==> config.mk <==
export PLATFORM = sky130hd
export DESIGN_NAME = dmem_arbiter
export DESIGN_NICKNAME = d
export VERILOG_FILES = /design/src/rtl/dmem_arbiter.sv
export SDC_FILE = /design/constraint.sdc
export NUM_CORES = 1
export LEC_CHECK = 0
export CAP_MARGIN = 10
export CORE_UTILIZATION = 34
export DETAILED_ROUTE_END_ITERATION = 10
export PLACE_DENSITY = 0.76
export SLEW_MARGIN = 0
export SYNTH_ARGS = -nofsm -noshare
export SYNTH_HDL_FRONTEND = slang
export SYNTH_SLANG_ARGS = --single-unit
==> constraint.sdc <==
create_clock -name clk -period 1.3 [get_ports clk]
set_input_delay 0.13 -clock clk [delete_from_list [all_inputs] [get_ports clk]]
set_output_delay 0.13 -clock clk [all_outputs]
set_load 0.03 [all_outputs]
==> src/rtl/dmem_arbiter.sv <==
// dmem_arbiter: two-port arbiter and one-cycle access sequencer in front of a single-port DMEM.
// Optional feature macro DMEM_ARB_RR_EN selects round-robin arbitration (default: fixed, port 0 first).
module dmem_arbiter #(
   parameter int unsigned WIDTH = 32,
   parameter int unsigned DEPTH = 64
) (
   input  logic             clk,
   input  logic             rst_n,
   input  logic             m0_req,
   input  logic             m0_we,
   input  logic [WIDTH-1:0] m0_addr,
   input  logic [WIDTH-1:0] m0_wdata,
   input  logic [2:0]       m0_ctrl,
   output logic             m0_gnt,
   output logic             m0_done,
   output logic             m0_err,
   output logic [WIDTH-1:0] m0_rdata,
   input  logic             m1_req,
   input  logic             m1_we,
   input  logic [WIDTH-1:0] m1_addr,
   input  logic [WIDTH-1:0] m1_wdata,
   input  logic [2:0]       m1_ctrl,
   output logic             m1_gnt,
   output logic             m1_done,
   output logic             m1_err,
   output logic [WIDTH-1:0] m1_rdata,
   output logic [WIDTH-1:0] mem_addr,
   output logic             mem_we,
   output logic             mem_re,
   output logic [WIDTH-1:0] mem_wdata,
   output logic [2:0]       mem_ctrl,
   input  logic [WIDTH-1:0] mem_rdata,
   output logic             busy
);

   localparam int unsigned IDX_W = WIDTH - 2;

   typedef enum logic [1:0] {
      IDLE   = 2'd0,
      ACCESS = 2'd1,
      RESP   = 2'd2
   } state_t;

   state_t           state;
   state_t           state_next;
   logic             src;
   logic             any_req;
   logic             sel;
   logic             start;
   logic             resp_src;
   logic             cand_we;
   logic [WIDTH-1:0] cand_addr;
   logic [WIDTH-1:0] cand_wdata;
   logic [2:0]       cand_ctrl;
   logic             cand_err;

   // Misalignment, illegal funct3 for the direction, or word index beyond DMEM.
   function automatic logic access_bad(input logic we, input logic [WIDTH-1:0] addr,
                                       input logic [2:0] ctrl);
      logic bad;
      bad = ((ctrl[1:0] == 2'b01) && addr[0]) ||
            ((ctrl[1:0] == 2'b10) && (addr[1:0] != 2'b00));
      if (we) bad = bad || ctrl[2] || (ctrl[1:0] == 2'b11);
      else    bad = bad || (ctrl == 3'b011) || (ctrl[2:1] == 2'b11);
      bad = bad || (addr[WIDTH-1:2] >= IDX_W'(DEPTH));
      return bad;
   endfunction

   // Requests are masked while reset is asserted so gnt also reads 0 then.
   assign any_req = rst_n & (m0_req | m1_req);

`ifdef DMEM_ARB_RR_EN
   logic last_grant;

   always_ff @(posedge clk or negedge rst_n) begin
      if (!rst_n)                 last_grant <= 1'b0;
      else if (m0_gnt || m1_gnt)  last_grant <= m1_gnt;
   end

   assign sel = (m0_req & m1_req) ? ~last_grant : m1_req;
`else
   assign sel = ~m0_req;
`endif

   assign cand_we    = sel ? m1_we    : m0_we;
   assign cand_addr  = sel ? m1_addr  : m0_addr;
   assign cand_wdata = sel ? m1_wdata : m0_wdata;
   assign cand_ctrl  = sel ? m1_ctrl  : m0_ctrl;
   assign cand_err   = access_bad(cand_we, cand_addr, cand_ctrl);

   assign start    = (state == IDLE) && any_req;
   assign resp_src = (state == IDLE) ? sel : src;

   always_ff @(posedge clk or negedge rst_n) begin
      if (!rst_n) state <= IDLE;
      else        state <= state_next;
   end

   always_comb begin
      state_next = state;
      m0_gnt     = 1'b0;
      m1_gnt     = 1'b0;
      case (state)
         IDLE: begin
            if (any_req) begin
               m0_gnt     = ~sel;
               m1_gnt     = sel;
               state_next = cand_err ? RESP : ACCESS;
            end
         end
         ACCESS:  state_next = RESP;
         RESP:    state_next = IDLE;
         default: state_next = IDLE;
      endcase
   end

   // mem_* hold the latched command only for the ACCESS cycle; done/err mark the RESP cycle.
   always_ff @(posedge clk or negedge rst_n) begin
      if (!rst_n) begin
         src       <= 1'b0;
         busy      <= 1'b0;
         mem_addr  <= '0;
         mem_we    <= 1'b0;
         mem_re    <= 1'b0;
         mem_wdata <= '0;
         mem_ctrl  <= 3'b000;
         m0_done   <= 1'b0;
         m1_done   <= 1'b0;
         m0_err    <= 1'b0;
         m1_err    <= 1'b0;
         m0_rdata  <= '0;
         m1_rdata  <= '0;
      end else begin
         busy      <= (state_next != IDLE);
         mem_addr  <= '0;
         mem_we    <= 1'b0;
         mem_re    <= 1'b0;
         mem_wdata <= '0;
         mem_ctrl  <= 3'b000;
         if (start) src <= sel;
         if (start && !cand_err) begin
            mem_addr  <= cand_addr;
            mem_we    <= cand_we;
            mem_re    <= ~cand_we;
            mem_wdata <= cand_wdata;
            mem_ctrl  <= cand_ctrl;
         end
         m0_done <= (state_next == RESP) && !resp_src;
         m1_done <= (state_next == RESP) &&  resp_src;
         m0_err  <= start && cand_err && !sel;
         m1_err  <= start && cand_err &&  sel;
         if (mem_re && !src) m0_rdata <= mem_rdata;
         if (mem_re &&  src) m1_rdata <= mem_rdata;
      end
   end

endmodule
# Word level (Yosys, flattened, before mapping)
# Index checks and enable logic that the tools add are counted.
# totals
word_cells	67
register_bits	141
out_inout_bits	140
input_bits	172
# op_classes
muxes	18
n_eq_ne	7
order_cmp	1
n_reduce_logical	23
bitwise	4
# ops
cell	n
32-bit 2-to-1 mux	4
30-bit by 7-bit greater-or-equal comparator with 1-bit output, second input constant	1
1-bit logical AND	11
1-bit 2-to-1 mux	9
2-bit == test, second input constant	4
1-bit logical OR	6
3-bit 2-to-1 mux	2
2-bit by 1-bit == test with 1-bit output, second input constant	2
2-bit 2-to-1 mux	2
2-bit case mux with 2 select lines	1
2-bit nonzero test	2
3-bit by 2-bit == test with 1-bit output, second input constant	1
1-bit zero test	3
2-bit zero test	1
1-bit NOT	2
1-bit bitwise AND	1
1-bit OR	1

# Depth between registers and ports, before layout
# logic_depth
depth_word	13
mapped_depth	7

# Worst setup path before layout
# Ideal clock, no wire load.
# synth_path
path_type	input-to-reg
startpoint	input m0_req
endpoint	register m1_err
cell_stages	4
required_time_ps	1228
arrival_ps	1779
setup_slack_ps	-551
path_cell_list	buf_6 buf_2 nor4_1 and2_1
# synth_via
elab_chain_cells	10
word_cells_on_any_way	25
cone_classes	1 x order compare; 5 x eq/ne; 4 x mux; 3 x bitwise; 12 x reduce/logical
# synth_rtl
element	line	text
start: declaration	9	input logic m0_req,
parallel branches: the longest is 9 deep, another holds 30-bit by 7-bit greater-or-equal comparator with 1-bit output	-	
1-bit logical AND (*)	151	m1_err <= start && cand_err && sel;
end signal: assignment	151	
end: declaration	25	output logic m1_err,
# Mark *: on every way between the ends.
# A chain may end at the register's enable or synchronous reset.

# Worst setup path in the final report
# layout_path
startpoint	register state[1]
endpoint	output m1_gnt
# layout_via
elab_chain_cells	2
# layout_rtl
element	line	text
start: declaration	44	state_t state;
start signal: assignment	96	else state <= state_next;
2-bit zero test	103	case (state)
1-bit 2-to-1 mux	103	
end: declaration	23	output logic m1_gnt,
# Every way passes these cells.

==> out/results.ini <==
[placement]
pre_cts_ws_ns = -0.6271
io_buffers = 311
hpwl_um = 11580
gp_congestion = 0.8318

[sta]
clock_skew_ns = 0.009793
fmax_mhz = 646.3
hold_viol = 0
setup_ws_ns = -0.2473
rsz0062_at_grt = true
setup_viol = 50
fin_crit_sh = 1.190
slew_headroom = 0.5246
worst_pin_slew_ns = 0.7131
slew_violations = 0
period_needed_ns = 1.547

[floorplanning]
rows = 45
die_w_um = 127.4
pin_count = 312
coreArea_um2 = 15260
start_util = 0.3505
die_y_um = 127.4
die_area_um2 = 16230

[cts]
htree_levels = 4
cts_buffers = 17
clk_latency_ns = 0.42
cts_tree = done
path_clk_slew_ns = 0.05
clock_path_buffers = 2
cts_root_buffer = clkbuf_16
clkSinkCount = 141

[critical_path]
worstPathArrival_ns = 1.42
cp.required_ns = 1.17
path_buf_inv = 2
critical-path-slowest-cell = dfrtp_1
end_kind = output pin
path_cells = buf_6 > nor4_4 > buf_6
slowest_delay_ns = 0.40
worstPathMaxFanout = 3
cp_top_family = flip-flops
path_class = reg -> out
cp-start-kind = flip-flop
cp_common_cell = buf_6

[finish]
final_cell_mix = dfrtp_1 (140), clkdlybuf4s50_1 (125), mux2_2 (64), clkdlybuf4s15_1 (59)
areaGrowthSynthToFinish_pct = 90.38
n_fill_cell = 1148
nets = 917
final_common_cell = dfrtp_1
drive_gt1_frac = 0.3786
num_antenna_cells = 0

[power]
p_per_area_nw_per_um2 = 1139
ir_worst_vdd_uv = 838.3
finalPower_w = 0.01160
p_leak_nw = 4.864

[run]
maxCapViolations = 0

[synthesis]
synth_cell_types = 33
syn_inst = 364
post_synth_instance_area_um2 = 5348
syn_area_per_cell_um2 = 14.69
yosysSeqAreaShare = 0.6598
yosysWarnings = 0
async_reset_ff_frac = 1.000
synth_edf_count = 0
synth_ff_type = dfrtp_1
ys_seq_elements = 141

[detailed_routing]
vias_per_cell = 4.469
drt-total-wl_um = 16910
drt_first_iter_violations = 122
route.detailed.drc = 0
post_drt_wl_per_cell_um = 17.45
vias = 4330
drtAntennaViolNets = 0
first_pass_iters = 4

[grt]
grt_max_degree = 142
antenna_found_initial = 0
grtUsageTotal = 0.1965
grt_pass1_vias = 4592
grt_pass1_wl_um = 23850
gr-total-overflow = 0

[status]
violations = setup timing
status = finished, violations left

[worst_hold_path]
hold_path.class = in -> reg

-- tightest hold or removal path: stages --
cell	delay, ns
buf_6	0.08
nand3_2	0.08
inv_2	0.09
nor2_1	0.05
-- cells by family (layout without fill, tap and decap cells) --
| kind of cell | after synthesis | in the layout | synth area share |
|---|---|---|---|
| buf+inv | 22 | 393 | 0.02363 |
| mux | 108 | 108 | 0.2171 |
| compound gates | 13 | 13 | 0.02082 |
| flops | 141 | 141 | 0.6598 |
| other cells | 1 | 24 | 0.0007012 |
| simple gates | 79 | 79 | 0.07791 |
-- layout make-up --
| cell class | instances | area (um2) | share of cell area |
|---|---|---|---|
| repair buffers | 356 | 3557 | 0.3494 |
| flip-flops and latches | 141 | 3530 | 0.3467 |
| multi-input cells | 224 | 2158 | 0.2120 |
| clock buffers | 19 | 442.9 | 0.04351 |
| well taps | 211 | 264.0 | 0.02593 |
| clock inverters | 13 | 210.2 | 0.02065 |
| inverters | 5 | 18.77 | 0.001843 |
-- state kept, by name (all words and copies together) (netlist names) --
signal     count
busy           1
m0_done        1
m0_err         1
m0_rdata      32
m1_done        1
m1_err         1
m1_rdata      32
mem_addr      32
mem_ctrl       3
mem_re         1
mem_wdata     32
mem_we         1
src            1
state          2
-- cells in the mapped netlist (2+ instances only) --
| master | n | area, um2 |
|---|---|---|
| dfrtp_1 | 141 | 3528 |
| mux2_2 | 64 | 720.7 |
| mux2i_1 | 44 | 440.4 |
| nor2_1 | 30 | 112.6 |
| nor2_2 | 20 | 125.1 |
| nor4_1 | 13 | 81.33 |
| buf_2 | 5 | 25.02 |
| buf_6 | 5 | 56.30 |
| inv_1 | 5 | 18.77 |
| clkbuf_1 | 4 | 15.01 |
| nand2_1 | 4 | 15.01 |
| buf_1 | 3 | 11.26 |
| nand4_1 | 2 | 12.51 |
| nor3_1 | 2 | 10.01 |
| nor3_2 | 2 | 20.02 |
| o21a_1 | 2 | 15.01 |
| o21ai_0 | 2 | 10.01 |
-- stage by stage --
step	std cells	hold slack, ns	utilization	setup TNS (ns)	instance area, um2
after floorplan	387	-0.1656	-	-0.04353	5548
after global placement	915	0.3146	0.5915	-26.78	9025
after detailed placement	915	0.3391	0.5915	-28.79	9025
after CTS	956	0.03903	0.6412	-5.197	9783
after global routing	969	0.07779	0.6672	-9.013	10180
final	969	0.06210	0.6672	-6.602	10180
-- where the power goes --
group	switching (W)	internal, W	total [W]
combinational	0.000827	0.000844	0.00167
sequential	0.0000719	0.00455	0.00462
clock	0.00184	0.00347	0.00531
-- path summary, 6_finish.rpt --
check,startpoint,to,slack (ns),cells after the start
max reg2reg,state[1],mem_addr[6],-0.23,7
max in group asynchronous,rst_n,mem_re,0.32,3
min in group asynchronous,rst_n,mem_addr[0],0.47,3
min reg2reg,m0_rdata[16],m0_rdata[16],0.50,1
min,rst_n,src,0.06,4
max,state[1],m1_gnt,-0.25,3
-- metal layers --
| layer | track usage | wire length (um) | vias up |
|---|---|---|---|
| met1 | 0.2143 | 6187 | 2083 |
| met4 | 0.1064 | 498 | 0 |
| met3 | 0.05946 | 1166 | 36 |
| li1 | - | - | 2005 |
| met2 | 0.3427 | 9056 | 206 |
| met5 | 0 | 0 | - |
-- repair_timing --
action	CTS	global route
hold endpoints to repair	141	0
cloned	1	7
resized for setup	276	188
setup buffers	7	7
hold buffers	1	0
setup endpoints to repair	190	160
pin swaps	4	25
(Power assumes the default switching activity.)
